===== src/rtl/id_ex_stage.sv =====
// ID/EX pipeline register: captures operands, immediate and control for EX,
// with valid/ready handshake, flush, load-use bubble insertion and write-back bypass.
module id_ex_stage #(
   parameter int XLEN    = 64,
   parameter int RADDR_W = 5
) (
   input  logic               clk,
   input  logic               reset,
   input  logic               id_valid,
   output logic               id_ready,
   input  logic [XLEN-1:0]    id_pc,
   input  logic [RADDR_W-1:0] id_rs1,
   input  logic [RADDR_W-1:0] id_rs2,
   input  logic [RADDR_W-1:0] id_rd,
   input  logic [XLEN-1:0]    id_rdata1,
   input  logic [XLEN-1:0]    id_rdata2,
   input  logic [XLEN-1:0]    id_imm,
   input  logic [7:0]         id_ctrl,
   input  logic               wb_reg_write,
   input  logic [RADDR_W-1:0] wb_rd,
   input  logic [XLEN-1:0]    wb_data,
   input  logic               flush,
   input  logic               ex_ready,
   output logic               ex_valid,
   output logic [XLEN-1:0]    ex_pc,
   output logic [XLEN-1:0]    ex_imm,
   output logic [RADDR_W-1:0] ex_rs1,
   output logic [RADDR_W-1:0] ex_rs2,
   output logic [RADDR_W-1:0] ex_rd,
   output logic [XLEN-1:0]    ex_op1,
   output logic [XLEN-1:0]    ex_op2,
   output logic [7:0]         ex_ctrl,
   output logic               load_use_stall
);

   localparam int CtrlRegWrite = 7;
   localparam int CtrlMemRead  = 6;
   localparam int CtrlMemWrite = 5;

   logic               valid_q;
   logic [XLEN-1:0]    pc_q;
   logic [XLEN-1:0]    imm_q;
   logic [XLEN-1:0]    op1_q;
   logic [XLEN-1:0]    op2_q;
   logic [RADDR_W-1:0] rs1_q;
   logic [RADDR_W-1:0] rs2_q;
   logic [RADDR_W-1:0] rd_q;
   logic [7:0]         ctrl_q;
   logic               advance;
   logic [XLEN-1:0]    cap_op1;
   logic [XLEN-1:0]    cap_op2;

   // The register file writes at the same edge we capture, so its read data is stale
   // whenever write-back targets the register being read.
   function automatic logic [XLEN-1:0] bypass(input logic [RADDR_W-1:0] rs,
                                              input logic [XLEN-1:0]    rdata);
      if (rs == '0)
         return '0;
      else if (wb_reg_write && wb_rd == rs)
         return wb_data;
      else
         return rdata;
   endfunction

   always_comb begin
      load_use_stall = id_valid & valid_q & ctrl_q[CtrlMemRead] & (rd_q != '0) &
                       ((rd_q == id_rs1) | (rd_q == id_rs2));
      advance        = ~valid_q | ex_ready;
      id_ready       = advance & ~load_use_stall & ~flush;
      cap_op1        = bypass(id_rs1, id_rdata1);
      cap_op2        = bypass(id_rs2, id_rdata2);
   end

   // Bubbles and flushes clear only the valid bit; while EX stalls, a live instruction
   // keeps picking up write-back results for its source registers.
   always_ff @(posedge clk) begin
      if (reset) begin
         valid_q <= 1'b0;
         pc_q    <= '0;
         imm_q   <= '0;
         op1_q   <= '0;
         op2_q   <= '0;
         rs1_q   <= '0;
         rs2_q   <= '0;
         rd_q    <= '0;
         ctrl_q  <= '0;
      end else if (flush) begin
         valid_q <= 1'b0;
      end else if (advance) begin
         if (load_use_stall || !id_valid) begin
            valid_q <= 1'b0;
         end else begin
            valid_q <= 1'b1;
            pc_q    <= id_pc;
            imm_q   <= id_imm;
            op1_q   <= cap_op1;
            op2_q   <= cap_op2;
            rs1_q   <= id_rs1;
            rs2_q   <= id_rs2;
            rd_q    <= id_rd;
            ctrl_q  <= id_ctrl;
         end
      end else begin
         if (wb_reg_write && wb_rd != '0 && wb_rd == rs1_q)
            op1_q <= wb_data;
         if (wb_reg_write && wb_rd != '0 && wb_rd == rs2_q)
            op2_q <= wb_data;
      end
   end

   // RegWrite and MemWrite are gated so a bubble can never commit a side effect.
   assign ex_valid = valid_q;
   assign ex_pc    = pc_q;
   assign ex_imm   = imm_q;
   assign ex_op1   = op1_q;
   assign ex_op2   = op2_q;
   assign ex_rs1   = rs1_q;
   assign ex_rs2   = rs2_q;
   assign ex_rd    = rd_q;
   assign ex_ctrl  = {ctrl_q[CtrlRegWrite] & valid_q, ctrl_q[CtrlMemRead],
                      ctrl_q[CtrlMemWrite] & valid_q, ctrl_q[4:0]};

endmodule


===== config.mk =====
export PLATFORM = sky130hd
export DESIGN_NAME = id_ex_stage
export DESIGN_NICKNAME = d
export VERILOG_FILES = /design/src/rtl/id_ex_stage.sv
export SDC_FILE = /design/constraint.sdc
export NUM_CORES = 1
export LEC_CHECK = 0
export BUFFER_PORTS_ARGS = -buffer_cell sky130_fd_sc_hd__buf_2
export CORE_AREA = 2 2 249 251
export CTS_CLUSTER_DIAMETER = 40
export DETAILED_ROUTE_END_ITERATION = 16
export DIE_AREA = 0 0 251 253
export PLACE_DENSITY = 0.5
export SETUP_SLACK_MARGIN = 0.05
export SYNTH_ARGS = -nofsm -noshare
export SYNTH_HDL_FRONTEND = slang
export SYNTH_SLANG_ARGS = --single-unit

===== constraint.sdc =====
create_clock -name clk -period 2.9 [get_ports clk]
set_clock_uncertainty 0.1 [all_clocks]
set_input_delay 0.435 -clock clk [delete_from_list [all_inputs] [get_ports clk]]
set_output_delay 0.435 -clock clk [all_outputs]
set_load 0.005 [all_outputs]

# After elaboration in Yosys (flattened, before gate mapping)
# Index checks and enable logic that the tools add are counted.
[word_totals]
reg_bits = 280
out_inout_bits = 282
wordCells = 58
[op_classes]
n_eq_ne = 7
muxes = 11
bitwise_logic = 14
reduce_logical = 17
[op_table]
columns = ["cell", "count"]
rows = [
  ["$mux W64", 10],
  ["$eq A5 B5 Y1", 6],
  ["$logic_not A5 Y1", 2],
  ["$reduce_bool A5 Y1", 2],
  ["$reduce_and A3 Y1", 3],
  ["$and A1 B1 Y1", 8],
  ["$logic_and A1 B1 Y1", 5],
  ["$not A1 Y1", 4],
  ["$reduce_bool A2 Y1", 2],
  ["$ne A2 B2 Y1 const B", 1],
  ["$or A1 B1 Y1", 2],
  ["$reduce_or A2 Y1", 1],
  ["$logic_not A1 Y1", 1],
  ["$logic_or A1 B1 Y1", 1],
  ["$mux W1", 1],
]

# Logic depth before layout (Yosys ltp)
# Gate-level depths: netlist (run 1).
[depth]
word_depth = 7
mapped_depth = 9
depth_no_buf = 5

# Worst setup path after synthesis (run 1)
# Ideal clock, no wire load.
[synth_timing]
path_kind = "register -> output"
start = "register rd_q[4] (netlist: ex_rd[4])"
end = "output id_ready"
t_arrival_ns = 1.801
setup_slack_ns = 0.564
path_stages_with_launch = 8
path_buffers = 2
cell_sequence = "dfxtp_1 > xor2_1 > nor3_1 > a22oi_1 > clkbuf_1 > buf_2 > nor2_1 > nor3_1"
[synth_between]
elab_chain_cells = 6
word_cells_on_any_way = 9
[synth_lines]
columns = ["item", "line", "text"]
rows = [
  ["start, declared", "47", "logic [RADDR_W-1:0] rd_q;"],
  ["start signal, assigned", "100", "rd_q <= id_rd;"],
  ["$eq A5 B5 Y1 or $reduce_bool A5 Y1 (tied branches)", "67, 66", ""],
  ["$or A1 B1 Y1 or $and A1 B1 Y1 (tied branches)", "67, 66", ""],
  ["$and A1 B1 Y1 *", "66", "load_use_stall = id_valid & valid_q & ctrl_q[CtrlMemRead] & (rd_q != '0) &"],
  ["via load_use_stall", "33", "output logic load_use_stall"],
  ["$not A1 Y1 *", "69", "id_ready = advance & ~load_use_stall & ~flush;"],
  ["$and A1 B1 Y1 * (2 in series)", "69", ""],
  ["end, declared", "10", "output logic id_ready,"],
]
# The timed path passes the listed nets; every way through them passes the cells marked *.

# Worst setup path after layout (run 1)
[layout_timing]
start = "register rd_q[1] (netlist: ex_rd[1])"
end = "output id_ready"
[layout_between]
elab_chain_cells = 6
word_cells_on_any_way = 9
[layout_lines]
columns = ["item", "line"]
rows = [
  ["$eq A5 B5 Y1 or $reduce_bool A5 Y1 (tied branches)", "67, 66"],
  ["$or A1 B1 Y1 or $and A1 B1 Y1 (tied branches)", "67, 66"],
  ["$and A1 B1 Y1 *", "66"],
  ["$not A1 Y1 *", "69"],
  ["$and A1 B1 Y1 * (2 in series)", "69"],
]
# Mark *: on every way between the ends. The rest lies on a longest branch, timed or not.

==> out/metrics.cfg, run 1 <==
[outcome]
status = complete, no violations

[die]
initial_core_util_pct = 20.65
coreArea_mm2 = 0.06103
ios = 636
die_area_mm2 = 0.06350
rows = 91
die_height_um = 253
die_w_um = 251

[timing]
fmax_mhz = 365.1
tightest_slew_ns = 0.7653
setup_viol = 0
period_minus_slack_ns = 2.739
slew_viol_final = 0
fin_ws_ns = 0.1608
rsz0062_at_grt = no
slew_headroom_pct = 48.85
hold_ws_ns = 0.04275
tns_ns = 0
fin_crit_sh_pct = 94.46
hold_viol_final = 0

[drt]
top_layer_used = met5
drt_wl_total_mm = 56.06
met1_length_mm = 22.11
met3_length_mm = 4.258
remaining_drc_errors = 0
vias = 13670
wl_per_cell_um = 19.38
drtIter0Drc = 855
drt_first_pass_iters = 8
ant_nets = 0
vias_per_cell = 4.724
route.met2.wl_mm = 27.34

[cells_and_area]
stdcell_count = 2893
nNetsFinal = 2412
drive_gt1_share_pct = 37.91
final_cell_mix = 634 x buf_2, 303 x nand2_1, 275 x dfxtp_1, 193 x a211oi_1, 150 x mux2i_1
layout_commonest_cell = buf_2
areaGrowthSynthToFinish_pct = 57.14

[setup_path]
path_class = reg -> out
r2r_start = ex_rd[3]$_SDFFE_PP0P_
reg2reg_depth = 8
required_ns = 2.37
critPathMaxFanout = 3
r2r_slack_ns = 0.32
timing.rr.end = ex_op1[14]$_SDFFE_PP0P_
crit_arrival_ns = 2.20
endpoint_kind = output pin
start_kind = register

[clock_tree]
h-tree-depth = 2
cts_buffer_depth = 3
clock_sinks = 280
clockRootBuffer = clkbuf_16
clkSlewWorstSetupHoldPaths_ns = 0.05
cts_buffers = 49
tritoncts = yes
clk_latency_ns = 0.57

[power]
irDropWorstVdd_uv = 351.9
comb_power_share_pct = 15.7
switching_share_pct = 27.09
power_density_mw_per_mm2 = 626.6
internal_power_mw = 9.045
total_power_mw = 12.41
p_leak_nw = 8.739
pwr-share-seq_pct = 34.7
switching_power_mw = 3.360
p_clk_share_pct = 49.6

[global_routing]
grt_max_degree = 131
grtUsageTotal_pct = 16.59
grt_pass1_wl_mm = 82.26
overflow = 0
grt_pass1_vias = 13750
antenna_found_initial = 10

[synth]
synth_nets = 1713
yosysUniqueCellTypes = 38
synth-main-ff-cell = dfxtp_1
synth_area_leader_cell = dfxtp_1
postSynth.asyncResetShare_pct = 0
avgSynthCellArea_um2 = 9.271
ys_ff_latch = 280
synth_area_mm2 = 0.01260
syn-instance-count = 1359
synth.top_cell.area_share_pct = 44.49
ys_top_cells_by_area = dfxtp_1 44%, mux2i_1 12%, a211oi_1 11%
ys_seq_area_share_pct = 44.49
ys_warn_count = 0
synth_edf_count = 0

[job]
drv_cap = 0

[place]
placed_cells = 2661
io_buffers = 635
preCtsSetupSlack_ns = 0.2558
place_hpwl_mm = 40.02
gp_congestion = 0.8342

[hold_path]
min_to = ex_imm[12]$_SDFFE_PP0P_
hold_start = id_imm[12]
hold_depth = 3
min_path_type = in -> reg

## how the worst max path moves through the flow
stage	from	endpoint	cells after the start	slack, ns
floorplan	ex_rd[4]$_SDFFE_PP0P_	id_ready	7	0.56
global placement	id_rs1[3]	ex_op1[22]$_SDFFE_PP0P_	8	0.24
detailed placement	wb_rd[2]	ex_op1[30]$_SDFFE_PP0P_	9	0.26
CTS	ex_rd[0]$_SDFFE_PP0P_	id_ready	6	0.06
global route	ex_rd[0]$_SDFFE_PP0P_	id_ready	6	0.06
finish	ex_rd[1]$_SDFFE_PP0P_	id_ready	6	0.16
## per-stage QoR
| step | instance area (um2) | utilization, % |
|---|---|---|
| final | 19800 | 32.44 |
| after global placement | 16620 | 27.23 |
| after global routing | 19790 | 32.43 |
| after detailed placement | 16620 | 27.23 |
| after floorplan | 12600 | - |
| after CTS | 19780 | 32.42 |
## critical path, stage by stage (launching register included)
cell and delay [ns]:
dfxtp_4 0.35, or4_4 0.54, o2111ai_4 0.22, nor2_2 0.07, nor3_2 0.19, buf_4 0.14
buf_2 0.12
## cells by family after synthesis
group | after synthesis | share of synthesized area, %
muxes | 150 | 11.92
AOI/OAI and AO/OA | 402 | 24.68
xor gates and xnor gates | 30 | 2.085
and+or+nand+nor | 326 | 10.21
buffers and inverters | 171 | 6.624
DFF | 280 | 44.49
## sequential cells by signal, summed over array words and instances (netlist names)
name / count
ex_op1: 64
ex_op2: 64
ctrl_q: 8
ex_rd: 5
ex_imm: 64
ex_rs1: 5
ex_pc: 64
ex_rs2: 5
ex_valid: 1
## what timing repair did
action                                  CTS  global route
pin swaps                                 4             1
buffers inserted                          4             0
endpoints found under the setup margin    1             1
hold buffers                            132             0
endpoints found under the hold margin   132             0
resized for setup                        11             0
## final cells by class
class / count / area, um2
Antenna cell: 6 / 15.01
Fill cell: 6340 / 41230
Clock inverter: 34 / 464.2
Sequential cell: 280 / 5617
Timing Repair Buffer: 815 / 5137
Inverter: 4 / 22.52
Tap cell: 790 / 988.4
Clock buffer: 56 / 1303
Multi-Input combinational cell: 908 / 6252
## layer usage
layer / up-vias / track usage, %
met3: 122 / 4.523
li1: 6445 / -
met4: 8 / 8.010
met1: 6476 / 19.32
met5: - / 0.3861
met2: 615 / 28.10
## power groups by stage
stage | clock network, mW | registers (mW) | logic [mW]
floorplan | 0 | 4.38 | 0.870
global placement | 0 | 4.37 | 1.79
detailed placement | 0 | 4.37 | 1.81
CTS | 6.31 | 4.30 | 1.97
global route | 6.47 | 4.33 | 2.12
finish | 6.15 | 4.30 | 1.95
## cell usage after synthesis (2+ instances only)
cell / number
a2111oi_0: 64
a211oi_1: 193
a21boi_0: 2
a21oi_1: 2
a22oi_1: 129
a31o_2: 2
and2_1: 5
buf_2: 34
buf_4: 16
buf_6: 3
buf_8: 6
clkbuf_1: 108
dfxtp_1: 280
inv_1: 4
mux2i_1: 150
nand2_1: 303
nor2_1: 3
nor3_1: 3
nor4_1: 5
xnor2_1: 10
xor2_1: 20
No activity file was read; power rests on OpenSTA's default activity.
==> run 2: changes to the inputs <==
CORE_AREA = 2 2 247 249   (was 2 2 249 251)
DIE_AREA = 0 0 249 251   (was 0 0 251 253)
HOLD_SLACK_MARGIN = 0.05   (was unset)
==> run 2 against run 1 <==
- flip-flop and latch count unchanged
- sequential power barely moved
- maximum frequency increased by 0.44%
- global-route usage up 0.75 points
- worst hold slack improved by 0.055 ns
- total power grew 2.2%
==> out/metrics.cfg, run 2 (synthesized netlist as in run 1, its figures left out) <==
[outcome]
status = complete, no violations

[power]
comb_power_share_pct = 15.5  ; -0.2 points
total_power_mw = 12.68  ; +2.2%
p_clk_share_pct = 50.5  ; +0.9 points
internal_power_mw = 9.305  ; +2.9%
irDropWorstVdd_uv = 370.2  ; +5.2%
switching_power_mw = 3.378  ; +0.54%
p_leak_nw = 8.870  ; +1.5%
pwr-share-seq_pct = 34.0  ; -0.7 points
power_density_mw_per_mm2 = 632.0  ; +0.86%
switching_share_pct = 26.64  ; -0.45 points

[cells_and_area]
layout_commonest_cell = buf_2
areaGrowthSynthToFinish_pct = 59.29
final_cell_mix = 633 x buf_2, 303 x nand2_1, 275 x dfxtp_1, 193 x a211oi_1, 150 x mux2i_1
n_fill_cell = 6175  ; -2.6%
nNetsFinal = 2438  ; +1.1%
fin_util_pct = 33.57  ; +1.1 points
drive_gt1_share_pct = 37.82  ; -0.094 points

[global_routing]
grtUsageTotal_pct = 17.33  ; +0.75 points
antenna_found_initial = 8  ; -2
grt_pass1_wl_mm = 84.76  ; +3.0%
overflow = 0  ; unchanged
grt_max_degree = 131  ; unchanged
grt_pass1_vias = 13910  ; +1.2%

[setup_path]
crit_arrival_ns = 2.19  ; about the same
endpoint_kind = output pin
required_ns = 2.37  ; about the same
path_class = in -> out
critPathMaxFanout = 4  ; +1
start_kind = primary input

[timing]
fmax_mhz = 366.7  ; +0.44%
rsz0062_at_grt = no
setup_viol = 0  ; unchanged
slew_viol_final = 0  ; unchanged
tightest_slew_ns = 1.085  ; +0.3199 ns
slew_headroom_pct = 27.22  ; -22 points
hold_ws_ns = 0.09806  ; +0.05531 ns
hold_viol_final = 0  ; unchanged
fin_crit_sh_pct = 94.04  ; -0.41 points
tns_ns = 0  ; unchanged
period_minus_slack_ns = 2.727  ; -0.01201 ns

[drt]
drt_first_pass_iters = 7  ; -1
drt_wl_total_mm = 57.53  ; +2.6%
wl_per_cell_um = 19.76  ; +2.0%
vias = 13820  ; +1.1%
drtIter0Drc = 868  ; +1.5%
remaining_drc_errors = 0  ; unchanged
ant_nets = 0  ; unchanged
vias_per_cell = 4.746  ; +0.47%

[die]
ios = 636  ; unchanged
rows = 90  ; -1.1%
initial_core_util_pct = 21.07  ; +0.43 points
coreArea_mm2 = 0.05979  ; -2.0%
die_height_um = 251  ; -0.79%
die_area_mm2 = 0.06250  ; -1.6%
die_w_um = 249  ; -0.80%

[clock_tree]
cts_buffer_depth = 3  ; unchanged
cts_buffers = 54  ; +10%
tritoncts = yes
clock_sinks = 280  ; unchanged
h-tree-depth = 2  ; unchanged
clkSlewWorstSetupHoldPaths_ns = 0.05  ; about the same
clk_latency_ns = 0.58  ; about the same
clockRootBuffer = clkbuf_16

[place]
gp_congestion = 0.9075  ; +8.8%
place_hpwl_mm = 40.14  ; +0.30%
io_buffers = 635  ; unchanged

[hold_path]
min_path_type = in -> reg

[job]
drv_cap = 0  ; unchanged

## run 2: stage by stage
step           instance area (um2)  cells  setup WS [ns]
2_1_floorplan                12600   1359         0.5637
3_3_place_gp                 16580   2652        -0.2244
3_5_place_dp                 16580   2652        -0.1839
4_1_cts                      20000   2904        0.06548
5_1_grt                      20070   2910        0.05803
6_report                     20070   2911         0.1728
## run 2: worst max-delay path, stage by stage
cell,delay [ns]
dlygate4sd3_1,0.55
buf_2,0.17
xor2_1,0.16
nor3_2,0.18
a22oi_2,0.06
buf_4,0.16
buf_12,0.13
nor2_1,0.13
nor3_1,0.07
buf_2,0.15
## run 2: final timing paths
path	to	cells after the start	slack (ns)	start
min reg2reg	ex_imm[40]$_SDFFE_PP0P_	2	0.35	ex_imm[40]$_SDFFE_PP0P_
max	id_ready	10	0.17	id_rs2[0]
min	ex_rs2[3]$_SDFFE_PP0P_	3	0.1	id_rs2[3]
max reg2reg	ex_imm[51]$_SDFFE_PP0P_	7	0.23	ex_rd[0]$_SDFFE_PP0P_
## run 2: power by group through the flow
stage          Combinational, mW  Clock, mW  Sequential, mW
6_report                    1.97       6.41            4.31
5_1_grt                     2.14       6.74            4.34
4_1_cts                     1.97       6.55            4.30
3_5_place_dp                1.80          0            4.37
3_3_place_gp                1.78          0            4.37
2_1_floorplan              0.870          0            4.38
## run 2: area by class of cell
| cell class | instances | area, um2 | share of cell area, % |
|---|---|---|---|
| diodes | 3 | 7.507 | 0.03740 |
| clock buffers | 70 | 1521 | 7.581 |
| flip-flops and latches | 280 | 5617 | 27.98 |
| inverters | 4 | 22.52 | 0.1122 |
| multi-input cells | 909 | 6276 | 31.27 |
| clock inverters | 28 | 349.1 | 1.739 |
| well taps | 782 | 978.4 | 4.875 |
| repair buffers | 835 | 5299 | 26.40 |
## run 2: repair_timing
item                       4_1_cts  5_1_grt
hold buffers                   149        0
cloned                           0        1
hold endpoints to repair       148        0
setup buffers                    5        3
gates resized for setup          7        7
setup endpoints to repair       42       39
pin swaps                        2        2
## run 2: routing by layer
layer | routed length, um | GRT usage (%) | part of all wire, %
met1 | 22930 | 20.63 | 40
met2 | 27770 | 29.26 | 48
met3 | 4335 | 4.535 | 7.5
met4 | 2438 | 7.896 | 4.2
met5 | 50 | 0 | 0.087
==> run 3: changes to the inputs <==
REMOVE_ABC_BUFFERS = 1   (was unset)
==> run 3 against run 2 <==
- total power grew 4.9%
- critical path depth shrank 5
- non-clock buffer count grew 12
- via count grew 1.2%
- critical path type is now reg -> out
- clock-buffer cell count shrank 2
- register-to-register slack gained 0.02 ns
- highest routed layer unchanged
- maximum frequency shrank 0.21%
- final cell count grew 0.79%
- worst hold slack lost 0.011 ns
- sequential share of layout area shrank 0.37 points
- clock power grew 9.8%
- largest cell class unchanged
- global-route usage is essentially flat
==> out/metrics.cfg, run 3 (synthesized netlist as in run 1, its figures left out) <==
[outcome]
status = complete, no violations

[clock_tree]
tritoncts = yes
clock_sinks = 280  ; unchanged
cts_buffer_depth = 3  ; unchanged
clkSlewWorstSetupHoldPaths_ns = 0.05  ; about the same
clockRootBuffer = clkbuf_16
cts_buffers = 57  ; +5.6%
h-tree-depth = 2  ; unchanged
clk_latency_ns = 0.58  ; about the same

[cells_and_area]
layout_commonest_cell = buf_2
stdcell_count = 2934  ; +0.79%
final_cell_mix = 634 x buf_2, 303 x nand2_1, 280 x dfxtp_1, 193 x a211oi_1, 150 x mux2i_1
areaGrowthSynthToFinish_pct = 61.10
drive_gt1_share_pct = 37.88  ; +0.062 points
nNetsFinal = 2452  ; +0.57%

[drt]
drtIter0Drc = 672  ; -23%
vias_per_cell = 4.766  ; +0.42%
vias = 13980  ; +1.2%
drt_first_pass_iters = 6  ; -1
drt_wl_total_mm = 57.34  ; -0.33%
ant_nets = 0  ; unchanged
wl_per_cell_um = 19.54  ; -1.1%
remaining_drc_errors = 0  ; unchanged

[setup_path]
required_ns = 2.37  ; about the same
max_stage_delay_ns = 0.61  ; +0.06 ns
cp_slowest_cell = or4_1
path_cells = or4_1, o2111ai_4, nor2_1, nor3_1, buf_2
critPathMaxFanout = 5  ; +1
crit_arrival_ns = 2.20  ; about the same
endpoint_kind = output pin
start_kind = register
r2r_slack_ns = 0.25  ; +0.02 ns
path_class = reg -> out

[die]
die_w_um = 249  ; unchanged
rows = 90  ; unchanged
ios = 636  ; unchanged
initial_core_util_pct = 21.07  ; unchanged
coreArea_mm2 = 0.05979  ; unchanged
die_height_um = 251  ; unchanged
die_area_mm2 = 0.06250  ; unchanged

[place]
gp_congestion = 0.8556  ; -5.7%
preCtsSetupSlack_ns = 0.1697  ; +0.3536 ns
placed_cells = 2671  ; +0.72%
place_hpwl_mm = 40.52  ; +0.94%
io_buffers = 635  ; unchanged

[timing]
fmax_mhz = 365.9  ; -0.21%
slew_headroom_pct = 49.15  ; +22 points
setup_viol = 0  ; unchanged
rsz0062_at_grt = no
fin_ws_ns = 0.1670  ; -0.005747 ns
hold_viol_final = 0  ; unchanged
tightest_slew_ns = 0.7609  ; -0.3244 ns
slew_viol_final = 0  ; unchanged
period_minus_slack_ns = 2.733  ; +0.005747 ns
fin_crit_sh_pct = 94.24  ; +0.20 points

[global_routing]
antenna_found_initial = 19  ; +11
grtUsageTotal_pct = 17.34  ; about the same
grt_pass1_vias = 14310  ; +2.9%
grt_max_degree = 129  ; -1.5%
overflow = 0  ; unchanged
grt_pass1_wl_mm = 85.63  ; +1.0%

[power]
p_leak_nw = 9.004  ; +1.5%
power_density_mw_per_mm2 = 655.5  ; +3.7%
irDropWorstVdd_uv = 413.1  ; +12%

[job]
drv_cap = 0  ; unchanged

[hold_path]
min_path_type = in -> reg

[run 3: changes by cell type in the layout (fill, tap and decap cells not counted), sizes merged]
cell    change
a21boi      -1
buf        +12
bufinv      +6
clkbuf      -2
clkinv      +3
diode       +8
inv         -3
[run 3: worst paths after layout]
check	start	end	cells past startpoint
worst min-delay path	id_rs1[4]	ex_rs1[4]$_SDFFE_PP0P_	3
worst min register to register	ex_imm[13]$_SDFFE_PP0P_	ex_imm[13]$_SDFFE_PP0P_	2
worst max register to register	ex_rd[0]$_SDFFE_PP0P_	ex_op1[33]$_SDFFE_PP0P_	7
worst max-delay path	ex_rd[0]$_SDFFE_PP0P_	id_ready	5
[run 3: timing repair]
| action | CTS | global route |
|---|---|---|
| buffers inserted | 1 | 0 |
| endpoints found under the setup margin | 1 | 39 |
| hold endpoints to repair | 148 | 0 |
| hold buffers | 149 | 0 |
| pin swaps | 1 | 0 |
| gates resized for setup | 1 | 1 |
[run 3: power by group]
part	leakage [nW]	internal [mW]	switching [mW]
Combinational	5.71	0.942	1.01
Clock	0.984	4.80	2.24
Sequential	2.31	4.14	0.162
Total	9.00	9.89	3.42
[run 3: worst max-delay path: cells and delay by family, from the launching register on]
family | cells | cell delay [ns]
AO/OA/AOI/OAI | 1 | 0.25
buffers and inverters | 1 | 0.14
flip-flops | 1 | 0.35
AND/OR/NAND/NOR | 3 | 0.89
[run 3: metrics by stage]
stage / utilization [%] / hold slack [ns] / setup TNS, ns / area (um2) / total power [mW]
global placement: 27.94 / 0.3391 / 0 / 16710 / 6.137
finish: 33.95 / 0.08689 / 0 / 20300 / 13.31
detailed placement: 27.94 / 0.3428 / 0 / 16710 / 6.165
floorplan: - / 0.3301 / -1723.17 / 11780 / 5.223
global route: 33.93 / 0.05823 / 0 / 20290 / 13.82
CTS: 33.89 / 0.05172 / 0 / 20270 / 13.43
[run 3: layer usage]
metal / global-route usage, % / share of wire [%] / vias up
li1: - / - / 6528
met1: 20.16 / 40 / 6683
met4: 6.649 / 2.6 / 4
met2: 29.81 / 48 / 666
met3: 5.353 / 8.5 / 102
met5: 0 / 0.045 / -
[run 3: cell type report]
cell class / instances / area, um2
fill: 6146 / 39500
multi-input combinational: 908 / 6241
sequential: 280 / 5605
timing repair buffer: 847 / 5374
clock buffer: 68 / 1528
tap: 782 / 978.4
clock inverter: 34 / 521.8
antenna: 11 / 27.53
inverter: 4 / 22.52
